**src/rtl/inc_counter_pkg.sv**
```systemverilog
// Shared definitions for the inc_counter block: FSM state encoding and default width.
`timescale 1ns/1ps
package inc_counter_pkg;

    localparam int DEF_DATAWIDTH = 8;

    typedef enum logic [1:0] {
        ST_IDLE = 2'd0,
        ST_RUN  = 2'd1,
        ST_DONE = 2'd2
    } state_e;

endpackage

```
**src/rtl/inc_counter_inc.sv**
```systemverilog
// INC: combinational +1, modulo 2^DATAWIDTH. Carry-out is intentionally not exposed;
// the counter detects wrap by comparing its operand against all-ones.
`timescale 1ns/1ps
module INC #(
    parameter int DATAWIDTH = 8
) (
    input  logic [DATAWIDTH-1:0] a_i,
    output logic [DATAWIDTH-1:0] y_o
);

    assign y_o = a_i + DATAWIDTH'(1);

endmodule

```
**src/rtl/inc_counter.sv**
```systemverilog
// inc_counter: loads init/limit on start, counts up on en until count==limit,
// then pulses done for one cycle. All outputs are registered.
`timescale 1ns/1ps
module inc_counter
    import inc_counter_pkg::*;
#(
    parameter int DATAWIDTH = DEF_DATAWIDTH
) (
    input  logic                 Clk,
    input  logic                 Rst,
    input  logic                 start,
    input  logic [DATAWIDTH-1:0] init,
    input  logic [DATAWIDTH-1:0] limit,
    input  logic                 en,
    input  logic                 abort,
    output logic [DATAWIDTH-1:0] count,
    output logic                 busy,
    output logic                 done,
    output logic                 wrap
);

    localparam logic [DATAWIDTH-1:0] ALL_ONES = '1;

    state_e               state_q, state_d;
    logic [DATAWIDTH-1:0] count_q, count_d;
    logic [DATAWIDTH-1:0] lim_q,   lim_d;
    logic                 wrap_q,  wrap_d;
    logic                 busy_q,  busy_d;
    logic                 done_q,  done_d;
    logic [DATAWIDTH-1:0] count_inc;

    INC #(.DATAWIDTH(DATAWIDTH)) u_inc (
        .a_i (count_q),
        .y_o (count_inc)
    );

    // Next-state and registered-output decode; abort beats terminal beats en in RUN.
    always_comb begin
        state_d = state_q;
        count_d = count_q;
        lim_d   = lim_q;
        wrap_d  = wrap_q;
        case (state_q)
            ST_IDLE: begin
                if (start) begin
                    count_d = init;
                    lim_d   = limit;
                    wrap_d  = 1'b0;
                    state_d = ST_RUN;
                end
            end
            ST_RUN: begin
                if (abort) begin
                    state_d = ST_IDLE;
                end else if (count_q == lim_q) begin
                    state_d = ST_DONE;
                end else if (en) begin
                    count_d = count_inc;
                    if (count_q == ALL_ONES) wrap_d = 1'b1;
                end
            end
            ST_DONE: state_d = ST_IDLE;
            default: state_d = ST_IDLE;
        endcase
        // busy/done are registered copies of the next state so they line up with it.
        busy_d = (state_d == ST_RUN);
        done_d = (state_d == ST_DONE);
    end

    // State and datapath registers with synchronous active-low reset.
    always_ff @(posedge Clk) begin
        if (!Rst) begin
            state_q <= ST_IDLE;
            count_q <= '0;
            lim_q   <= '0;
            wrap_q  <= 1'b0;
            busy_q  <= 1'b0;
            done_q  <= 1'b0;
        end else begin
            state_q <= state_d;
            count_q <= count_d;
            lim_q   <= lim_d;
            wrap_q  <= wrap_d;
            busy_q  <= busy_d;
            done_q  <= done_d;
        end
    end

    assign count = count_q;
    assign busy  = busy_q;
    assign done  = done_q;
    assign wrap  = wrap_q;

endmodule

```
**config.mk**
```make
export PLATFORM = sky130hd
export DESIGN_NAME = inc_counter
export DESIGN_NICKNAME = d
export VERILOG_FILES = /design/src/rtl/inc_counter_pkg.sv /design/src/rtl/inc_counter_inc.sv /design/src/rtl/inc_counter.sv
export SDC_FILE = /design/constraint.sdc
export NUM_CORES = 1
export LEC_CHECK = 0
export ABC_AREA = 1
export BUFFER_PORTS_ARGS = -buffer_cell sky130_fd_sc_hd__buf_2
export CAP_MARGIN = 20
export CELL_PAD_IN_SITES_DETAIL_PLACEMENT = 1
export CELL_PAD_IN_SITES_GLOBAL_PLACEMENT = 1
export CORE_MARGIN = 2
export CORE_UTILIZATION = 35
export DETAILED_ROUTE_END_ITERATION = 16
export PLACE_DENSITY_LB_ADDON = 0.12
export SYNTH_ARGS = -nofsm -noshare
export SYNTH_HDL_FRONTEND = slang
export SYNTH_HIERARCHICAL = 1
export SYNTH_SLANG_ARGS = --single-unit
export TNS_END_PERCENT = 5
```
**constraint.sdc**
```tcl
create_clock -name Clk -period 1.8 [get_ports Clk]
set_input_delay 0.36 -clock Clk [delete_from_list [all_inputs] [get_ports Clk]]
set_output_delay 0.36 -clock Clk [all_outputs]
set_load 0.05 [all_outputs]
```
# --- Word level (Yosys, flattened, before mapping) ---
# Cells that the tools add are included.
totals:
  mem_bits_rw: 0
  n_memories: 0
  ff_bits: 21
  output_inout_bits: 11
  wordCells: 37
  in_bits: 21
  latch_bits: 0
  rom_bits: 0
op_classes:
  n_shift: 0
  div_mod_pow: 0
  muxes: 15
  addsub: 1
  bitwise_logic: 0
  n_reduce_logical: 5
  eq_ne: 10
  n_lt_le_gt_ge: 0
  n_mul: 0
op_table:
  columns: ["op", "n"]
  rows:
  - ["8-bit 2-to-1 mux", 4]
  - ["8-bit case mux with 2 select lines", 1]
  - ["2-bit != test (second input constant)", 5]
  - ["8-bit by 1-bit adder with 8-bit output (second input constant)", 1]
  - ["8-bit == test", 1]
  - ["8-bit == test (second input constant)", 1]
  - ["2-bit 2-to-1 mux", 3]
  - ["6-bit AND reduction", 1]
  - ["1-bit 2-to-1 mux", 5]
  - ["5-bit AND reduction", 1]
  - ["2-bit by 1-bit == test with 1-bit output (second input constant)", 2]
  - ["2-bit case mux with 2 select lines", 1]
  - ["2-bit == test (second input constant)", 1]
  - ["2-bit zero test", 1]
  - ["1-bit case mux with 2 select lines", 1]
  - ["2-bit AND reduction", 1]
  - ["2-bit nonzero test", 1]

# --- Depth between registers and ports, before layout ---
depth:
  ltp_word: 6
  mapped_depth: 11
  ltp_nobuf: 11

# --- By module ---
# The synthesis kept the hierarchy.
modules_own_cells:
  columns: ["module", "n_inst", "cells_each", "area_per_inst_um2", "seq_area_each_um2"]
  rows:
  - ["inc_counter", 1, 177, 1138.6, 420.4]
  - ["INC", 1, 28, 135.1, 0.0]

# --- Worst setup path before layout ---
# OpenSTA, ideal clock, no wires.
synth_path:
  path_type: "register to register"
  from: "register count_q[1], in the netlist count[1]"
  to: "register count_q[6], in the netlist count[6]"
  arrival_time_ns: 1.638
  t_required_ns: 1.690
  setup_slack_ns: 0.052
  period_less_slack_ns: 1.748
  setup_ns: 0.110
  n_path_buf: 0
  stages_incl_launch_ff: 11
  cell_sequence: "dfxtp_1 ha_1 nand3_1 o21ai_1 nand2_1 nand2_1 nand2_1 inv_1 nand4_1 nand2_1 nor2_1"
synth_via:
  elab_chain_cells: 5
  elab_cells_between_ends: 8
  classes_between: "add/sub (1); eq/ne (2); mux (4); reduce/logical (1)"
synth_lines:
  columns: ["element", "line", "source"]
  rows:
  - ["start, declared", "inc_counter.sv:25", "logic [DATAWIDTH-1:0] count_q, count_d;"]
  - ["start signal, assigned", "inc_counter.sv:81", "count_q <= count_d;"]
  - ["8-bit by 1-bit adder with 8-bit output", "inc_counter_inc.sv:11", "assign y_o = a_i + DATAWIDTH'(1);"]
  - ["net count_inc[6]", "inc_counter.sv:30", "logic [DATAWIDTH-1:0] count_inc;"]
  - ["8-bit 2-to-1 mux", "inc_counter.sv:57", "end else if (en) begin"]
  - ["8-bit 2-to-1 mux", "inc_counter.sv:55", "end else if (count_q == lim_q) begin"]
  - ["8-bit 2-to-1 mux", "inc_counter.sv:53", "if (abort) begin"]
  - ["8-bit case mux with 2 select lines", "inc_counter.sv:43", "case (state_q)"]
# The timed path passes the listed nets, and every way through them passes these cells. The select of a mux whose other input is x is not followed.
# A chain may end at the register's enable or synchronous reset.

# --- Final worst setup path ---
# Ends and elaborated chain as after synthesis.

==> run_results.csv <==
group,metric,value,unit
grt,grt_pass1_vias,1363,
synthesis,synthCells,205,
setup_path,worstSetupStartpointType,"flip-flop",
synthesis,avgSynthCellArea,6.21,um^2
sta,hold_viol_final,0,
synthesis,ys_warn_count,6,
clocking,clock_latency,0.31,ns
clocking,cts.sinks,21,
cells_and_area,fillers,500,
route,post_drt_wl_per_cell,12.7,um
route,routed_wl,3630,um
sta,rsz0062_at_grt,"false",
clocking,cts.clk_slew.worst_paths,0.14,ns
setup_path,cp.required,2.01,ns
floorplanning,ios,32,
synthesis,yosysUniqueCellTypes,24,
cells_and_area,final_nets,263,
floorplanning,initial_core_util,37.3,%
route,drt_first_pass_iters,2,
floorplanning,fp.dieH,64.3,um
sta,setup_violations,0,
pwr,p_leak,0.804,nW
pwr,cellPowerDensity,799,mW/mm^2
place,dp_hpwl,2890,um
setup_path,crit_arrival,1.86,ns
synthesis,synth_top_area_share,33.0,%
clocking,clock_path_buffers,2,
synthesis,synth.most_common_cell,"nand2_1",
floorplanning,die_width,64.3,um
sta,post-route-period-util,91.5,%
cells_and_area,fin_util,44.8,%
setup_path,crit_family,"simple AND/OR/NAND/NOR gates",
setup_path,cp_cell_sequence,"ha_1 > nand3_1 > o21ai_1 > nand2_1 > nand2_1 > nand2_1 > inv_1 > nand4_1 > nand2_1 > nor2_1",
clocking,clockRootBuffer,"clkbuf_4",
setup_path,crit_top_cell,"nand2_1",
pwr,finalPower,1.22,mW
cells_and_area,design_area,0.00153,mm^2
floorplanning,coreArea,0.00342,mm^2
setup_path,r2r_start,"count[1]",
clocking,cts-buffers-inserted,3,
cells_and_area,layout-area-overhead-vs-synth,20.0,%
clocking,h-tree-depth,1,
synthesis,yosys.area.top_type,"dfxtp_1",
place,port_buffers,31,
run,maxCapViolCount,0,
grt,grt-ovfl-total,0,
grt,grt_max_degree,19,
setup_path,slowest_stage,"dfxtp_1",
sta,clock_skew,0.0141,ns
setup_path,crit_start,"count[1]",
synthesis,synthFlopType,"dfxtp_1",
sta,fin_setup_tns,0,ns
sta,tightest_slew,0.401,ns
clocking,cts_tree,"yes",
sta,setup_slack,0.154,ns
floorplanning,die_area,0.00414,mm^2
synthesis,async_reset_ff_share,0,%
synthesis,syn_nets,227,
synthesis,synthTopCellsByCount,"nand2_1, inv_1, nor2_1, dfxtp_1, nand4_1",
synthesis,synth_seq_cells,21,
sta,final-max-slew-violation-count,0,
setup_path,cp_num_buf_inv,1,
route,drt-initial-drc-count,30,
setup_path,cp_max_fo,7,
setup_path,criticalPathCategory,"flip-flop to flip-flop",
synthesis,synth-edff-count,0,
pwr,vdd_ir_drop_max,344,uV
setup_path,cpPeakStageDelay,0.51,ns
outcome,status,"complete, no violations",
sta,relSlewSlack,73.2,%
clocking,hold_buffers,0,
synthesis,synth_area,0.00127,mm^2
route,drc,0,
synthesis,synth_area_leaders,"dfxtp_1, nand2_1, inv_1, nor2_1, nand4_1",
clocking,cts_setup_buffers,0,
grt,antenna_found_initial,0,
sta,layout_min_cycle_time,1.65,ns
sta,clock.fmax,607,MHz
cells_and_area,drive_gt1_share,20.4,%
place,preCtsSetupSlack,0.158,ns
grt,grt_usage,19.4,%
place,gp_congestion,0.834,
floorplanning,rows,21,
min_path,hold_path.class,"primary input to flip-flop",
route,routed-via-count,1311,
route,ant_nets,0,
setup_path,endpoint_kind,"flip-flop",
min_path,hp-start,"abort",
grt,grt_pass1_wl,6300,um
synthesis,synth-seq-area-share,33.0,%
route,viasPerCell,4.58,
cells_and_area,diodes,0,
place,dpl-instance-area,0.00150,mm^2
## state kept, by name, summed over array words and instances (netlist names)
register / count
state_q: 2
lim_q: 8
wrap: 1
count: 8
done: 1
busy: 1
## what timing repair did
action / 4_1_cts / 5_1_grt
endpoints found under the setup margin: 0 / 1
endpoints found under the hold margin: 0 / 0
gates resized for setup: 0 / 1
## cell families (layout without fill, tap and decap cells)
group / Yosys count / count (layout) / synth area share, %
and+or+nand+nor: 115 / 115 / 40.4
buffers and inverters: 42 / 77 / 12.8
AOI/OAI and AO/OA: 18 / 18 / 7.37
DFF: 21 / 21 / 33.0
xor gates and xnor gates: 8 / 8 / 5.50
adders and majority gates: 1 / 1 / 0.982
## path summary, 6_finish.rpt
kind,endpoint,slack (ns),cells after the start
max,count[6],0.15,10
min,done,0.22,2
max reg2reg,count[6],0.15,10
min reg2reg,wrap,0.46,2
## worst register-to-register path: cells and delay by family, from the launching register on
kind	cells	cell delay, ns
adders and majority gates	1	0.26
DFF	1	0.51
and+or+nand+nor	7	0.58
AOI/OAI and AO/OA	1	0.17
buffers and inverters	1	0.05
## power by group
| part | internal (mW) | switching, mW |
|---|---|---|
| clock | 0.0829 | 0.157 |
| combinational | 0.143 | 0.279 |
| sequential | 0.507 | 0.0529 |
| total | 0.733 | 0.489 |
## cell usage in the layout (no fill, tap or decap)
| cell | n |
|---|---|
| o21ai_1 | 2 |
| nor2_1 | 23 |
| nand3_4 | 2 |
| clkinv_1 | 4 |
| dfxtp_2 | 1 |
| o21ai_0 | 9 |
| dfxtp_1 | 20 |
| a21oi_2 | 1 |
| buf_2 | 31 |
| nor4_1 | 2 |
| nor2_4 | 1 |
| nor2_2 | 2 |
| buf_4 | 5 |
| nand3_1 | 5 |
| inv_1 | 32 |
| clkinv_2 | 1 |
| ha_1 | 1 |
| nand4_1 | 10 |
| nand2_2 | 1 |
| and2_1 | 1 |
| xnor2_1 | 7 |
| nor3_1 | 1 |
| clkbuf_4 | 3 |
| inv_2 | 1 |
| nand2_1 | 67 |
| a21oi_1 | 6 |
| xor2_1 | 1 |
## stage by stage
stage | hold WS, ns | std cells
after global routing | 0.241 | 286
final | 0.222 | 286
after floorplan | 0.439 | 205
after CTS | 0.229 | 286
after detailed placement | 0.441 | 282
after global placement | 0.433 | 282
## final cells by class
class	count	area, um^2	area share (%)
inverters	37	139	9.08
well taps	46	57.6	3.76
repair buffers	36	193	12.6
clock buffers	3	22.5	1.47
clock inverters	1	5.00	0.327
multi-input cells	142	691	45.2
flip-flops and latches	21	422	27.6
## layer usage
layer / part of all wire (%) / routed length [um] / vias up / track usage (%)
met1: 48 / 1730 / 589 / 24.7
li1: - / - / 701 / -
met5: 0 / 0 / - / 0
met2: 49 / 1780 / 19 / 34.8
met3: 2.7 / 97 / 2 / 2.46
met4: 0.61 / 22 / 0 / 3.99
Power figures use the tool's default switching activity.
